<file path="src/rtl/bju_resolve_if.sv">
// rtl/bju_resolve_if.sv - channel, redirect and BPU-update signal bundle for bju_resolve
interface bju_resolve_if #(
    parameter int NR_CH = 2,
    parameter int ROB_W = 5
);
    logic                     flush_i;
    logic [ROB_W-1:0]         rob_head_i;
    logic [NR_CH-1:0]         ch_valid_i;
    logic [2*NR_CH-1:0]       ch_op_i;
    logic [NR_CH-1:0]         ch_rv16_i;
    logic [NR_CH-1:0]         ch_cmp_i;
    logic [32*NR_CH-1:0]      ch_pc_i;
    logic [32*NR_CH-1:0]      ch_opa_i;
    logic [32*NR_CH-1:0]      ch_imm_i;
    logic [32*NR_CH-1:0]      ch_pred_addr_i;
    logic [3*NR_CH-1:0]       ch_pred_cf_i;
    logic [ROB_W*NR_CH-1:0]   ch_rob_i;

    logic [NR_CH-1:0]         res_valid_o;
    logic [32*NR_CH-1:0]      res_link_o;
    logic [ROB_W*NR_CH-1:0]   res_rob_o;

    logic                     redirect_valid_o;
    logic [31:0]              redirect_pc_o;
    logic [ROB_W-1:0]         redirect_rob_o;

    logic                     upd_valid_o;
    logic                     upd_ready_i;
    logic [31:0]              upd_pc_o;
    logic [31:0]              upd_target_o;
    logic                     upd_taken_o;
    logic [2:0]               upd_cf_o;
    logic [7:0]               drop_cnt_o;

    modport master (
        output flush_i, rob_head_i, ch_valid_i, ch_op_i, ch_rv16_i, ch_cmp_i,
               ch_pc_i, ch_opa_i, ch_imm_i, ch_pred_addr_i, ch_pred_cf_i, ch_rob_i,
               upd_ready_i,
        input  res_valid_o, res_link_o, res_rob_o,
               redirect_valid_o, redirect_pc_o, redirect_rob_o,
               upd_valid_o, upd_pc_o, upd_target_o, upd_taken_o, upd_cf_o, drop_cnt_o
    );

    modport slave (
        input  flush_i, rob_head_i, ch_valid_i, ch_op_i, ch_rv16_i, ch_cmp_i,
               ch_pc_i, ch_opa_i, ch_imm_i, ch_pred_addr_i, ch_pred_cf_i, ch_rob_i,
               upd_ready_i,
        output res_valid_o, res_link_o, res_rob_o,
               redirect_valid_o, redirect_pc_o, redirect_rob_o,
               upd_valid_o, upd_pc_o, upd_target_o, upd_taken_o, upd_cf_o, drop_cnt_o
    );
endinterface

</file>
<file path="src/rtl/bju_resolve.sv">
// rtl/bju_resolve.sv - branch/jump resolution with oldest-mispredict redirect and BPU-update FIFO
// cf_t encoding: 0 none, 1 branch, 2 jal, 3 jalr, 4 ret; op: 00 branch, 01 jal, 10 jalr.
module bju_resolve #(
    parameter int NR_CH     = 2,
    parameter int ROB_W     = 5,
    parameter int UPD_DEPTH = 8
) (
    input logic          clk_i,
    input logic          rst_i,
    bju_resolve_if.slave bus
);
    localparam logic [1:0] OP_BRANCH = 2'b00;
    localparam logic [1:0] OP_JALR   = 2'b10;
    localparam logic [2:0] CF_NONE   = 3'd0;
    localparam logic [2:0] CF_BRANCH = 3'd1;
    localparam logic [2:0] CF_JALR   = 3'd3;
    localparam logic [2:0] CF_RET    = 3'd4;
    localparam int AW = $clog2(UPD_DEPTH);
    localparam int PW = AW + 1;

    typedef enum logic {S_IDLE, S_PENDING} state_t;

    logic [1:0]          op      [NR_CH];
    logic [2:0]          pcf     [NR_CH];
    logic [31:0]         pc      [NR_CH];
    logic [31:0]         tgt     [NR_CH];
    logic [31:0]         lnk     [NR_CH];
    logic [31:0]         fix_pc  [NR_CH];
    logic [ROB_W-1:0]    rob     [NR_CH];
    logic [ROB_W-1:0]    age     [NR_CH];
    logic [2:0]          ucf     [NR_CH];
    logic [NR_CH-1:0]    mis;
    logic [NR_CH-1:0]    upd_req;
    logic [NR_CH-1:0]    utaken;
    logic [NR_CH-1:0]    live;
    logic [NR_CH-1:0]    push;
    logic [32*NR_CH-1:0] link_flat;

    always_comb begin
        link_flat = '0;
        for (int i = 0; i < NR_CH; i++) begin
            op[i]     = bus.ch_op_i[2*i +: 2];
            pcf[i]    = bus.ch_pred_cf_i[3*i +: 3];
            pc[i]     = bus.ch_pc_i[32*i +: 32];
            rob[i]    = bus.ch_rob_i[ROB_W*i +: ROB_W];
            age[i]    = rob[i] - bus.rob_head_i;
            lnk[i]    = pc[i] + (bus.ch_rv16_i[i] ? 32'd2 : 32'd4);
            tgt[i]    = ((op[i] == OP_JALR) ? bus.ch_opa_i[32*i +: 32] : pc[i])
                        + bus.ch_imm_i[32*i +: 32];
            if (op[i] == OP_JALR) begin
                tgt[i][0] = 1'b0;
            end
            mis[i]     = 1'b0;
            upd_req[i] = 1'b0;
            utaken[i]  = 1'b1;
            ucf[i]     = CF_BRANCH;
            fix_pc[i]  = tgt[i];
            case (op[i])
                OP_BRANCH: begin
                    mis[i]     = bus.ch_cmp_i[i] != (pcf[i] == CF_BRANCH);
                    upd_req[i] = 1'b1;
                    utaken[i]  = bus.ch_cmp_i[i];
                    fix_pc[i]  = bus.ch_cmp_i[i] ? tgt[i] : lnk[i];
                end
                OP_JALR: begin
                    mis[i]     = (pcf[i] == CF_NONE) || (tgt[i] != bus.ch_pred_addr_i[32*i +: 32]);
                    upd_req[i] = mis[i];
                    ucf[i]     = (pcf[i] == CF_RET) ? CF_RET : CF_JALR;
                end
                default: ;
            endcase
            link_flat[32*i +: 32] = lnk[i];
        end
    end

    state_t           state;
    logic [ROB_W-1:0] pending_rob;
    logic [ROB_W-1:0] pend_age;
    logic [ROB_W-1:0] sel_age;
    logic [ROB_W-1:0] sel_rob;
    logic [31:0]      sel_pc;
    logic             sel_found;

    // Oldest mispredict that is itself older than any pending one wins; everything
    // younger than the resulting boundary is squashed.
    always_comb begin
        pend_age  = pending_rob - bus.rob_head_i;
        sel_found = 1'b0;
        sel_age   = '1;
        sel_rob   = '0;
        sel_pc    = '0;
        for (int i = 0; i < NR_CH; i++) begin
            if (bus.ch_valid_i[i] && !bus.flush_i && mis[i]
                && (state == S_IDLE || age[i] < pend_age)
                && (!sel_found || age[i] < sel_age)) begin
                sel_found = 1'b1;
                sel_age   = age[i];
                sel_rob   = rob[i];
                sel_pc    = fix_pc[i];
            end
        end
        for (int i = 0; i < NR_CH; i++) begin
            live[i] = bus.ch_valid_i[i] && !bus.flush_i
                      && !(sel_found && age[i] > sel_age)
                      && !(state == S_PENDING && age[i] > pend_age);
            push[i] = live[i] && upd_req[i];
        end
    end

    logic [PW-1:0] wr_ptr;
    logic [PW-1:0] rd_ptr;
    logic [PW-1:0] used;
    logic [PW-1:0] free_slots;
    logic [PW-1:0] n_acc;
    logic [3:0]    n_drop;
    logic [8:0]    drop_sum;
    logic [7:0]    drop_cnt;
    logic [AW-1:0] wr_addr [NR_CH];
    logic [NR_CH-1:0] wr_en;
    logic          fifo_nempty;
    logic          pop;
    logic [AW-1:0] rd_addr;

    logic [31:0]   mem_pc    [UPD_DEPTH];
    logic [31:0]   mem_tgt   [UPD_DEPTH];
    logic          mem_taken [UPD_DEPTH];
    logic [2:0]    mem_cf    [UPD_DEPTH];

    // Free space is taken before this cycle's pop, so a full FIFO drops even while draining.
    always_comb begin
        used       = wr_ptr - rd_ptr;
        free_slots = PW'(UPD_DEPTH) - used;
        n_acc      = '0;
        n_drop     = '0;
        for (int i = 0; i < NR_CH; i++) begin
            wr_en[i]   = 1'b0;
            wr_addr[i] = '0;
            if (push[i]) begin
                if (n_acc < free_slots) begin
                    wr_en[i]   = 1'b1;
                    wr_addr[i] = AW'(wr_ptr + n_acc);
                    n_acc      = n_acc + PW'(1);
                end else begin
                    n_drop = n_drop + 4'd1;
                end
            end
        end
        drop_sum = {1'b0, drop_cnt} + {5'b0, n_drop};
    end

    assign fifo_nempty = (used != '0);
    assign pop         = fifo_nempty && bus.upd_ready_i;
    assign rd_addr     = rd_ptr[AW-1:0];

    always_ff @(posedge clk_i or posedge rst_i) begin
        if (rst_i) begin
            wr_ptr   <= '0;
            rd_ptr   <= '0;
            drop_cnt <= '0;
        end else begin
            wr_ptr   <= wr_ptr + n_acc;
            if (pop) begin
                rd_ptr <= rd_ptr + PW'(1);
            end
            drop_cnt <= (drop_sum > 9'd255) ? 8'hFF : drop_sum[7:0];
        end
    end

    always_ff @(posedge clk_i) begin
        for (int i = 0; i < NR_CH; i++) begin
            if (wr_en[i]) begin
                mem_pc[wr_addr[i]]    <= pc[i];
                mem_tgt[wr_addr[i]]   <= tgt[i];
                mem_taken[wr_addr[i]] <= utaken[i];
                mem_cf[wr_addr[i]]    <= ucf[i];
            end
        end
    end

    logic [NR_CH-1:0]       res_valid_q;
    logic [32*NR_CH-1:0]    res_link_q;
    logic [ROB_W*NR_CH-1:0] res_rob_q;

    always_ff @(posedge clk_i or posedge rst_i) begin
        if (rst_i) begin
            res_valid_q <= '0;
            res_link_q  <= '0;
            res_rob_q   <= '0;
        end else begin
            res_valid_q <= live;
            res_link_q  <= link_flat;
            res_rob_q   <= bus.ch_rob_i;
        end
    end

    logic             redir_valid;
    logic [31:0]      redir_pc;
    logic [ROB_W-1:0] redir_rob;

    always_ff @(posedge clk_i or posedge rst_i) begin
        if (rst_i) begin
            state       <= S_IDLE;
            pending_rob <= '0;
            redir_valid <= 1'b0;
            redir_pc    <= '0;
            redir_rob   <= '0;
        end else begin
            redir_valid <= 1'b0;
            if (bus.flush_i) begin
                state       <= S_IDLE;
                pending_rob <= '0;
            end else begin
                case (state)
                    S_IDLE, S_PENDING: begin
                        if (sel_found) begin
                            state       <= S_PENDING;
                            pending_rob <= sel_rob;
                            redir_valid <= 1'b1;
                            redir_pc    <= sel_pc;
                            redir_rob   <= sel_rob;
                        end
                    end
                    default: state <= S_IDLE;
                endcase
            end
        end
    end

    assign bus.res_valid_o      = res_valid_q;
    assign bus.res_link_o       = res_link_q;
    assign bus.res_rob_o        = res_rob_q;
    assign bus.redirect_valid_o = redir_valid;
    assign bus.redirect_pc_o    = redir_pc;
    assign bus.redirect_rob_o   = redir_rob;
    assign bus.upd_valid_o      = fifo_nempty;
    assign bus.upd_pc_o         = fifo_nempty ? mem_pc[rd_addr]    : 32'd0;
    assign bus.upd_target_o     = fifo_nempty ? mem_tgt[rd_addr]   : 32'd0;
    assign bus.upd_taken_o      = fifo_nempty ? mem_taken[rd_addr] : 1'b0;
    assign bus.upd_cf_o         = fifo_nempty ? mem_cf[rd_addr]    : 3'd0;
    assign bus.drop_cnt_o       = drop_cnt;
endmodule

</file>
<file path="src/flat_wrapper.sv">
// flat-port wrapper written by rule: the top's interface ports become plain ports
module bju_resolve_flat 
#(
    parameter int NR_CH     = 2,
    parameter int ROB_W     = 5,
    parameter int UPD_DEPTH = 8
)
  (clk_i, rst_i, bus_flush_i, bus_rob_head_i, bus_ch_valid_i, bus_ch_op_i, bus_ch_rv16_i, bus_ch_cmp_i, bus_ch_pc_i, bus_ch_opa_i, bus_ch_imm_i, bus_ch_pred_addr_i, bus_ch_pred_cf_i, bus_ch_rob_i, bus_upd_ready_i, bus_res_valid_o, bus_res_link_o, bus_res_rob_o, bus_redirect_valid_o, bus_redirect_pc_o, bus_redirect_rob_o, bus_upd_valid_o, bus_upd_pc_o, bus_upd_target_o, bus_upd_taken_o, bus_upd_cf_o, bus_drop_cnt_o);
  bju_resolve_if #(.NR_CH(NR_CH), .ROB_W(ROB_W)) bus_i ();
  input logic clk_i;
  input logic rst_i;
  input wire logic [$bits(bus_i.flush_i)-1:0] bus_flush_i;
  input wire logic [$bits(bus_i.rob_head_i)-1:0] bus_rob_head_i;
  input wire logic [$bits(bus_i.ch_valid_i)-1:0] bus_ch_valid_i;
  input wire logic [$bits(bus_i.ch_op_i)-1:0] bus_ch_op_i;
  input wire logic [$bits(bus_i.ch_rv16_i)-1:0] bus_ch_rv16_i;
  input wire logic [$bits(bus_i.ch_cmp_i)-1:0] bus_ch_cmp_i;
  input wire logic [$bits(bus_i.ch_pc_i)-1:0] bus_ch_pc_i;
  input wire logic [$bits(bus_i.ch_opa_i)-1:0] bus_ch_opa_i;
  input wire logic [$bits(bus_i.ch_imm_i)-1:0] bus_ch_imm_i;
  input wire logic [$bits(bus_i.ch_pred_addr_i)-1:0] bus_ch_pred_addr_i;
  input wire logic [$bits(bus_i.ch_pred_cf_i)-1:0] bus_ch_pred_cf_i;
  input wire logic [$bits(bus_i.ch_rob_i)-1:0] bus_ch_rob_i;
  input wire logic [$bits(bus_i.upd_ready_i)-1:0] bus_upd_ready_i;
  output wire logic [$bits(bus_i.res_valid_o)-1:0] bus_res_valid_o;
  output wire logic [$bits(bus_i.res_link_o)-1:0] bus_res_link_o;
  output wire logic [$bits(bus_i.res_rob_o)-1:0] bus_res_rob_o;
  output wire logic [$bits(bus_i.redirect_valid_o)-1:0] bus_redirect_valid_o;
  output wire logic [$bits(bus_i.redirect_pc_o)-1:0] bus_redirect_pc_o;
  output wire logic [$bits(bus_i.redirect_rob_o)-1:0] bus_redirect_rob_o;
  output wire logic [$bits(bus_i.upd_valid_o)-1:0] bus_upd_valid_o;
  output wire logic [$bits(bus_i.upd_pc_o)-1:0] bus_upd_pc_o;
  output wire logic [$bits(bus_i.upd_target_o)-1:0] bus_upd_target_o;
  output wire logic [$bits(bus_i.upd_taken_o)-1:0] bus_upd_taken_o;
  output wire logic [$bits(bus_i.upd_cf_o)-1:0] bus_upd_cf_o;
  output wire logic [$bits(bus_i.drop_cnt_o)-1:0] bus_drop_cnt_o;
  assign bus_i.flush_i = bus_flush_i;
  assign bus_i.rob_head_i = bus_rob_head_i;
  assign bus_i.ch_valid_i = bus_ch_valid_i;
  assign bus_i.ch_op_i = bus_ch_op_i;
  assign bus_i.ch_rv16_i = bus_ch_rv16_i;
  assign bus_i.ch_cmp_i = bus_ch_cmp_i;
  assign bus_i.ch_pc_i = bus_ch_pc_i;
  assign bus_i.ch_opa_i = bus_ch_opa_i;
  assign bus_i.ch_imm_i = bus_ch_imm_i;
  assign bus_i.ch_pred_addr_i = bus_ch_pred_addr_i;
  assign bus_i.ch_pred_cf_i = bus_ch_pred_cf_i;
  assign bus_i.ch_rob_i = bus_ch_rob_i;
  assign bus_i.upd_ready_i = bus_upd_ready_i;
  assign bus_res_valid_o = bus_i.res_valid_o;
  assign bus_res_link_o = bus_i.res_link_o;
  assign bus_res_rob_o = bus_i.res_rob_o;
  assign bus_redirect_valid_o = bus_i.redirect_valid_o;
  assign bus_redirect_pc_o = bus_i.redirect_pc_o;
  assign bus_redirect_rob_o = bus_i.redirect_rob_o;
  assign bus_upd_valid_o = bus_i.upd_valid_o;
  assign bus_upd_pc_o = bus_i.upd_pc_o;
  assign bus_upd_target_o = bus_i.upd_target_o;
  assign bus_upd_taken_o = bus_i.upd_taken_o;
  assign bus_upd_cf_o = bus_i.upd_cf_o;
  assign bus_drop_cnt_o = bus_i.drop_cnt_o;
  bju_resolve #(.NR_CH(NR_CH), .ROB_W(ROB_W), .UPD_DEPTH(UPD_DEPTH)) u_core (.clk_i(clk_i), .rst_i(rst_i), .bus(bus_i));
endmodule
</file>
<file path="config.mk">
export PLATFORM = sky130hd
export DESIGN_NAME = bju_resolve_flat
export DESIGN_NICKNAME = d
export VERILOG_FILES = /design/src/rtl/bju_resolve_if.sv /design/src/rtl/bju_resolve.sv /design/src/flat_wrapper.sv
export SDC_FILE = /design/constraint.sdc
export NUM_CORES = 1
export LEC_CHECK = 0
export BUFFER_PORTS_ARGS = -buffer_cell sky130_fd_sc_hd__clkbuf_2
export CAP_MARGIN = 20
export CORE_MARGIN = 2
export CORE_UTILIZATION = 39
export CTS_CLUSTER_SIZE = 16
export DETAILED_ROUTE_END_ITERATION = 7
export GPL_TIMING_DRIVEN = 0
export PLACE_DENSITY_LB_ADDON = 0.12
export SLEW_MARGIN = 20
export SYNTH_ARGS = -nofsm -noshare
export SYNTH_HDL_FRONTEND = slang
export SYNTH_SLANG_ARGS = --single-unit
</file>
<file path="constraint.sdc">
create_clock -name clk_i -period 24 [get_ports clk_i]
set_input_delay 2.4 -clock clk_i [delete_from_list [all_inputs] [get_ports clk_i]]
set_output_delay 2.4 -clock clk_i [all_outputs]
set_load 0.02 [all_outputs]
</file>
==> results of run 1 <==
-- stage by stage --
stage               std cells  setup slack (ns)
floorplan                3582              7.18
global placement         5463             -6.70
detailed placement       5527              5.15
CTS                      5673              5.84
global route             5673              5.12
finish                   5684              5.36
-- sequential cells by signal, indices dropped and copies added (netlist names), 8 cells and up --
| name | flops |
|---|---|
| u_core.bus.res_rob_o | 10 |
| u_core.mem_cf | 24 |
| u_core.mem_taken | 8 |
| u_core.bus.res_link_o | 64 |
| u_core.bus.drop_cnt_o | 8 |
| u_core.bus.redirect_pc_o | 32 |
| u_core.mem_tgt | 256 |
| u_core.mem_pc | 256 |
-- how the worst max path moves through the flow --
| stage | from | endpoint | slack, ns | cells after the start |
|---|---|---|---|---|
| after global routing | bus_ch_op_i[1] | u_core.mem_pc[3][20] | 5.12 | 40 |
| after floorplan | bus_ch_op_i[0] | u_core.mem_cf[0][0] | 7.18 | 31 |
| final | bus_ch_op_i[1] | u_core.mem_pc[3][5] | 5.36 | 40 |
| after global placement | bus_ch_op_i[1] | u_core.mem_pc[0][15] | -6.70 | 29 |
| after detailed placement | bus_ch_op_i[1] | u_core.mem_pc[3][18] | 5.15 | 40 |
| after CTS | bus_ch_op_i[1] | u_core.mem_pc[3][20] | 5.84 | 40 |
-- layout make-up --
class                           instances  share of cell area
Clock buffer                          114              0.0445
Inverter                               66             0.00509
Clock inverter                         32             0.00751
Sequential cell                       680               0.394
Tap cell                             1403              0.0350
Antenna cell                           11            0.000549
Multi-Input combinational cell       2550               0.419
Buffer                                286              0.0263
Timing Repair Buffer                  542              0.0681
-- cells by family after synthesis --
family / after synthesis / share of synthesized area
compound gates: 613 / 0.0969
simple gates: 957 / 0.106
mux: 670 / 0.208
flops: 680 / 0.470
fa+ha+maj: 121 / 0.0378
buf+inv: 352 / 0.0370
xor+xnor: 189 / 0.0437
-- power by group through the flow --
stage,Combinational (mW),Clock (mW),Sequential (mW)
finish,2.36,1.24,1.53
detailed placement,2.35,0,1.55
global route,2.48,1.28,1.54
floorplan,1.32,0,1.57
global placement,2.26,0,1.58
CTS,2.35,1.24,1.52
-- cells in the mapped netlist (101+ instances only) --
cell | n | share of area
nand2_1 | 515 | 0.046
nor2_1 | 117 | 0.010
a21oi_1 | 195 | 0.023
clkbuf_1 | 165 | 0.015
edfxtp_1 | 544 | 0.39
dfrtp_1 | 136 | 0.081
xnor2_1 | 101 | 0.021
ha_1 | 110 | 0.033
mux4_2 | 136 | 0.073
mux2i_1 | 266 | 0.063
mux2_2 | 202 | 0.054
o21ai_0 | 115 | 0.014
-- worst register-to-register path, delay by kind of cell (launching register included) --
| kind | cells | cell delay, ns |
|---|---|---|
| fa+ha+maj | 7 | 1.77 |
| xor+xnor | 1 | 0.20 |
| buf+inv | 13 | 4.09 |
| flops | 1 | 0.37 |
| simple gates | 8 | 3.51 |
| compound gates | 11 | 3.27 |
-- layer usage --
layer  vias up  track usage  wire length (um)
met5         -            0                50
met4         8        0.111              6890
met3       300       0.0791             18700
met2      1911        0.502             82000
met1     17300        0.457             77000
li1      14800            -                 -
==> impl_results.md, run 1 <==
- Hold Path Depth: 2
- Sink Count: 680
- Initial Util: 0.393
- # DRC: 0
- # resized after CTS: 0
- Hold Fails Final Rpt: 0
- Row count: 120
- Post-synthesis sequential area ratio: 0.470
- CTS max path bufs: 3
- Placer congestion estimate: a little under 1
- Most frequent cells in the layout: 544 x edfxtp_1, 515 x nand2_1, 485 x clkbuf_2, 266 x mux2i_1, 202 x mux2_2
- Hold Path Origin: u_core.pending_rob[0]
- Peak supply drop: roughly 0.062 mV
- CTS tree: yes
- Combinational share of power: 0.461
- Via density: approximately 6.0
- Vias in the first global route: 32800
- Total track usage: 0.329
- Slew Viols, Final: 0
- Crit path DAT: 18.99 ns
- Hold WS: 0.483 ns
- CTS Hold Bufs: 0
- Fin Clk Skew: 0.0452 ns
- DR iter-0 viols: 4046
- Min cycle time layout: roughly 19 ns
- CP peak stage delay: approximately 0.86 ns
- Critical path's top delay family: buffers and inverters
- Required time of the critical path: 24.35 ns
- Worst setup path class: primary input to flip-flop
- Net Sw Frac: 0.423
- Chip height: ~330 um
- GR Overflow Total: 0
- Via count of the routed design: 34300
- Run status: finished clean
- Largest net degree at the start of global routing: 78
- Final period util: 0.777
- Hold Path End: u_core.pending_rob[0]
- Synth Register Bits: 680
- IO Port Bufs: 478
- Sequential share of power: 0.298
- Reg-to-Reg Start: u_core.pending_rob[0]
- Final #Nets: between 4000 and 5000
- Clock root buffer master: clkbuf_16
- DP HPWL: about 140000 um
- Net Count, Synth: 3993
- Reg2reg end: u_core.mem_pc[3][5]
- Initial antenna violation count: 19
- Cells after Synth: 3582
- Post-CTS setup buffer count: 0
- Post-DP Area: 47500 um^2
- Area occupied by multi-input gates: 21000 um^2
- Commonest non-fill, non-tap cell in the layout: edfxtp_1
- Internal power: 2.96 mW
- First-pass GRT wire length: 257000 um
- Crit start category: primary input
- Unique masters post-synth: 100
- Yosys warns: 0
- DRT Pass-1 Iters: 6
- Mapped cell area: between 40000 and 50000 um^2
- Register area: 19700 um^2
- Critical-path top delay cell: o211ai_1
- Final Power: 5.13 mW
- Clock transition at path regs: 0.06 ns
- HP Class: flip-flop to flip-flop
- Final setup fails: 0
- Fin area: 50100 um^2
- Sw power: ~2.2 mW
- Layout cells sized above 1: 0.277
- # fillers: 10100
- Final core occ: 0.469
- Clock group share of total power: 0.241
- Mean area per synthesized cell: about 12 um^2
- Total die area: 110000 um^2
- Clock Latency Late Sink: just under 0.7 ns
- Post-DRT Antenna Nets: 0
- CP endpoint kind: flip-flop
- Final WL: 185000 um
- Max-Cap Viols: 0
- Flop2flop setup slack: 10.49 ns
- Die width: about 330 um
- Max Clock Freq: 53.6 MHz
- CP Buf/Inv Count: 13
- Setup TNS: 0 ns
- Crit Path Max Fanout: 15
- Synth-to-Final Area Change: 19.5%
- DR WL/cell: 32.5 um
- Total CTS buffers: 80
- Cell count of the worst reg-to-reg path: 40
- Synth async-reset ratio: 0.200
- EDFF count, synth: around 540
- RSZ-0062 raised after global routing: false
- Power Dens Cells: a little over 100 nW/um^2
- Leak pwr: 18.8 nW
- Primary FF master, synth: edfxtp_1
- Core Area: between 100000 and 150000 um^2
- Worst-Margin Slew: 1.27 ns
- Slew headroom: 0.154
- H-tree Lvls: 3
- IO Count: a little under 500
Note: power is estimated with default switching activity, not from simulation.
==> run 2, diff against run 1 <==
- clock period: 24 -> 15.45 ns (I/O delays scaled with it)
==> run 2 against run 1 <==
Compared with the run above:
- combinational power increased by 56%
- clock-buffer cell count grew 4
- via count rose by 0.47%
- die area is the same
- non-clock buffer count shrank 6
- final cell count about the same
- final area rose by 0.46%
- setup slack got worse by 5.0 ns
- wire length rose by 0.74%
- first-iteration DRC count is 4.1% lower
- largest power group unchanged
==> impl_results.md, run 2 (synthesized netlist as in run 1, its figures left out) <==
- Layout cells sized above 1: 0.282 (+0.00455)
- Hold Path Depth: 2 (unchanged)
- Core Area: 107000 um^2 (unchanged)
- Synth-to-Final Area Change: 20.0%
- # DRC: 0 (unchanged)
- Sink Count: 680 (unchanged)
- Placed Cells incl. Taps: 5521 (-0.11%)
- Total CTS buffers: 83 (+3.8%)
- DR iter-0 viols: 3881 (-4.1%)
- Clock transition at path regs: 0.06 ns (about the same)
- Chip height: 332 um (unchanged)
- Crit start category: primary input
- Cell count of the worst reg-to-reg path: 39 (-2.5%)
- Via density: 6.06 (+0.48%)
- Vias in the first global route: 33200 (+1.1%)
- Run status: finished clean
- Largest net degree at the start of global routing: 81 (+3.8%)
- GR Overflow Total: 0 (unchanged)
- Max Clock Freq: between 60 and 70 MHz
- Initial Util: 0.393 (unchanged)
- Stages on worst setup path: 38 (-5.0%)
- CTS Hold Bufs: 0 (unchanged)
- IO Count: 482 (unchanged)
- Crit Path Max Fanout: 17 (+2)
- Sw power: 3.39 mW (+57%)
- Combinational share of power: 0.457 (-0.004)
- Min cycle time layout: around 15 ns
- Crit path DAT: 15.49 ns (-3.50 ns)
- DR WL/cell: 32.7 um (+0.76%)
- Slew headroom: 0.172 (+0.0181)
- CP endpoint kind: flip-flop
- Hold WS: 0.482 ns (-0.000970 ns)
- Critical-path top delay cell: nand4_1
- Sequential share of power: 0.294 (-0.004)
- Clock Latency Late Sink: 0.65 ns (-0.03 ns)
- Placer congestion estimate: 0.954 (-1.6%)
- IO Port Bufs: 478 (unchanged)
- Row count: 120 (unchanged)
- Worst setup path class: primary input to flip-flop
- Dpl ws: -2.28 ns (-7.44 ns)
- Die width: 332 um (unchanged)
- CP Buf/Inv Count: 14 (+1)
- Slew Viols, Final: 0 (unchanged)
- Post-DP Area: 47500 um^2 (+0.11%)
- Post-DRT Antenna Nets: 0 (unchanged)
- Worst-Margin Slew: 1.23 ns (-0.0401 ns)
- Final setup fails: 0 (unchanged)
- First-pass GRT wire length: 258000 um (+0.62%)
- Fin area: 50400 um^2 (+0.46%)
- Hold Fails Final Rpt: 0 (unchanged)
- Max-Cap Viols: 0 (unchanged)
- CP peak stage delay: 0.78 ns (-0.08 ns)
- RSZ-0062 raised after global routing: false
- Via count of the routed design: 34400 (+0.47%)
- Non-Filler Instances: 5683 (-0.018%)
- # fillers: 10000 (-0.29%)
- Total die area: 110000 um^2 (unchanged)
- Critical path's top delay family: buffers and inverters
- Total track usage: 0.331 (+0.00254)
- Hold Path Origin: u_core.bus.redirect_rob_o[2]
- Net Sw Frac: 0.421 (-0.00182)
- Final #Nets: 4614 (-0.065%)
- Reg-to-Reg Start: u_core.pending_rob[0]
- Most frequent cells in the layout: 544 x edfxtp_1, 515 x nand2_1, 492 x clkbuf_2, 266 x mux2i_1, 202 x mux2_2
- Final period util: 0.980
- Required time of the critical path: 15.80 ns (-8.55 ns)
- Initial antenna violation count: 12 (-7)
- CTS max path bufs: 3 (unchanged)
- Flop2flop setup slack: 3.66 ns (-6.83 ns)
- CTS tree: yes
- Final WS setup: 0.314 ns (-5.04 ns)
- Power Dens Cells: 160 nW/um^2 (+57%)
- Fin Clk Skew: 0.0200 ns (-0.0252 ns)
- Hold Path End: u_core.bus.redirect_rob_o[2]
- Clock group share of total power: 0.249 (+0.008)
- H-tree Lvls: 3 (unchanged)
- HP Class: flip-flop to flip-flop
- Commonest non-fill, non-tap cell in the layout: edfxtp_1
- Reg2reg end: u_core.mem_pc[3][12]
- DRT Pass-1 Iters: 6 (unchanged)
- Final WL: 186000 um (+0.74%)
- Leak pwr: 18.9 nW (+0.54%)
- Internal power: 4.67 mW (+58%)
- Clock root buffer master: clkbuf_16
- DP HPWL: 144000 um (about the same)
- Peak supply drop: 0.100 mV (+61%)
run 2: changes by cell type in the layout (fill, tap and decap cells not counted), moves of 3 or more:
cell and delta:
inv_6 +3, buf_6 +7, buf_16 +4, diode_2 -3, clkbuf_16 +5, buf_12 -4
buf_2 -14, clkbuf_1 -9, clkbuf_2 +7, clkinv_4 +4, buf_4 +3
run 2: cell type report:
cell class              count  area [um^2]  area share
inverters                  66          255     0.00507
plain buffers             285         1320      0.0263
clock inverters            36          380     0.00755
diodes                      8         20.0    0.000397
clock buffers             118         2350      0.0467
multi-input cells        2550        21100       0.419
flip-flops and latches    680        19700       0.392
repair buffers            537         3460      0.0687
well taps                1403         1760      0.0349
run 2: how the worst max path moves through the flow:
stage / startpoint / end / slack, ns
after floorplan: bus_ch_op_i[0] / u_core.mem_cf[0][0] / 2.75
after global placement: bus_ch_op_i[1] / u_core.mem_tgt[0][16] / -7.31
after global routing: bus_ch_op_i[1] / u_core.mem_tgt[3][14] / 0.07
final: bus_ch_op_i[2] / u_core.mem_pc[3][12] / 0.31
after CTS: bus_ch_op_i[2] / u_core.mem_tgt[3][21] / 0.001
after detailed placement: bus_ch_op_i[2] / u_core.mem_pc[3][14] / -2.28
run 2: routing by layer:
layer	global-route usage	part of all wire	up-vias	wire length, um
met3	0.0841	0.10	310	19300
met1	0.458	0.42	17500	77400
li1	-	-	14800	-
met5	0	0.00035	-	65
met2	0.505	0.44	1887	82200
met4	0.115	0.038	10	7130
run 2: power groups by stage:
stage	clock network, mW	registers (mW)	logic [mW]
floorplan	0	2.44	2.06
finish	2.01	2.37	3.69
CTS	2.01	2.37	3.67
global placement	0	2.45	3.51
global route	2.08	2.39	3.87
detailed placement	0	2.40	3.66
run 2: per-stage QoR:
stage          power (mW)  utilization  setup TNS, ns
2_1_floorplan        4.49            -              0
3_5_place_dp         6.06        0.445       -1166.15
4_1_cts              8.05        0.470              0
5_1_grt              8.34        0.471              0
6_report             8.07        0.471              0
3_3_place_gp         5.96        0.431       -3871.56
run 2: timing repair:
action,in CTS,in global routing
gates resized for setup,6,11
endpoints found under the setup margin,909,357
setup buffers,1,0
pin swaps,2,1
gates cloned,0,0
run 2: worst reg2reg max path: cells and delay by family, from the launching register on:
family / cells / cell delay, ns
compound gates: 11 / 2.63
xor+xnor: 1 / 0.22
fa+ha+maj: 7 / 1.74
buf+inv: 12 / 3.27
flops: 1 / 0.38
simple gates: 8 / 3.23
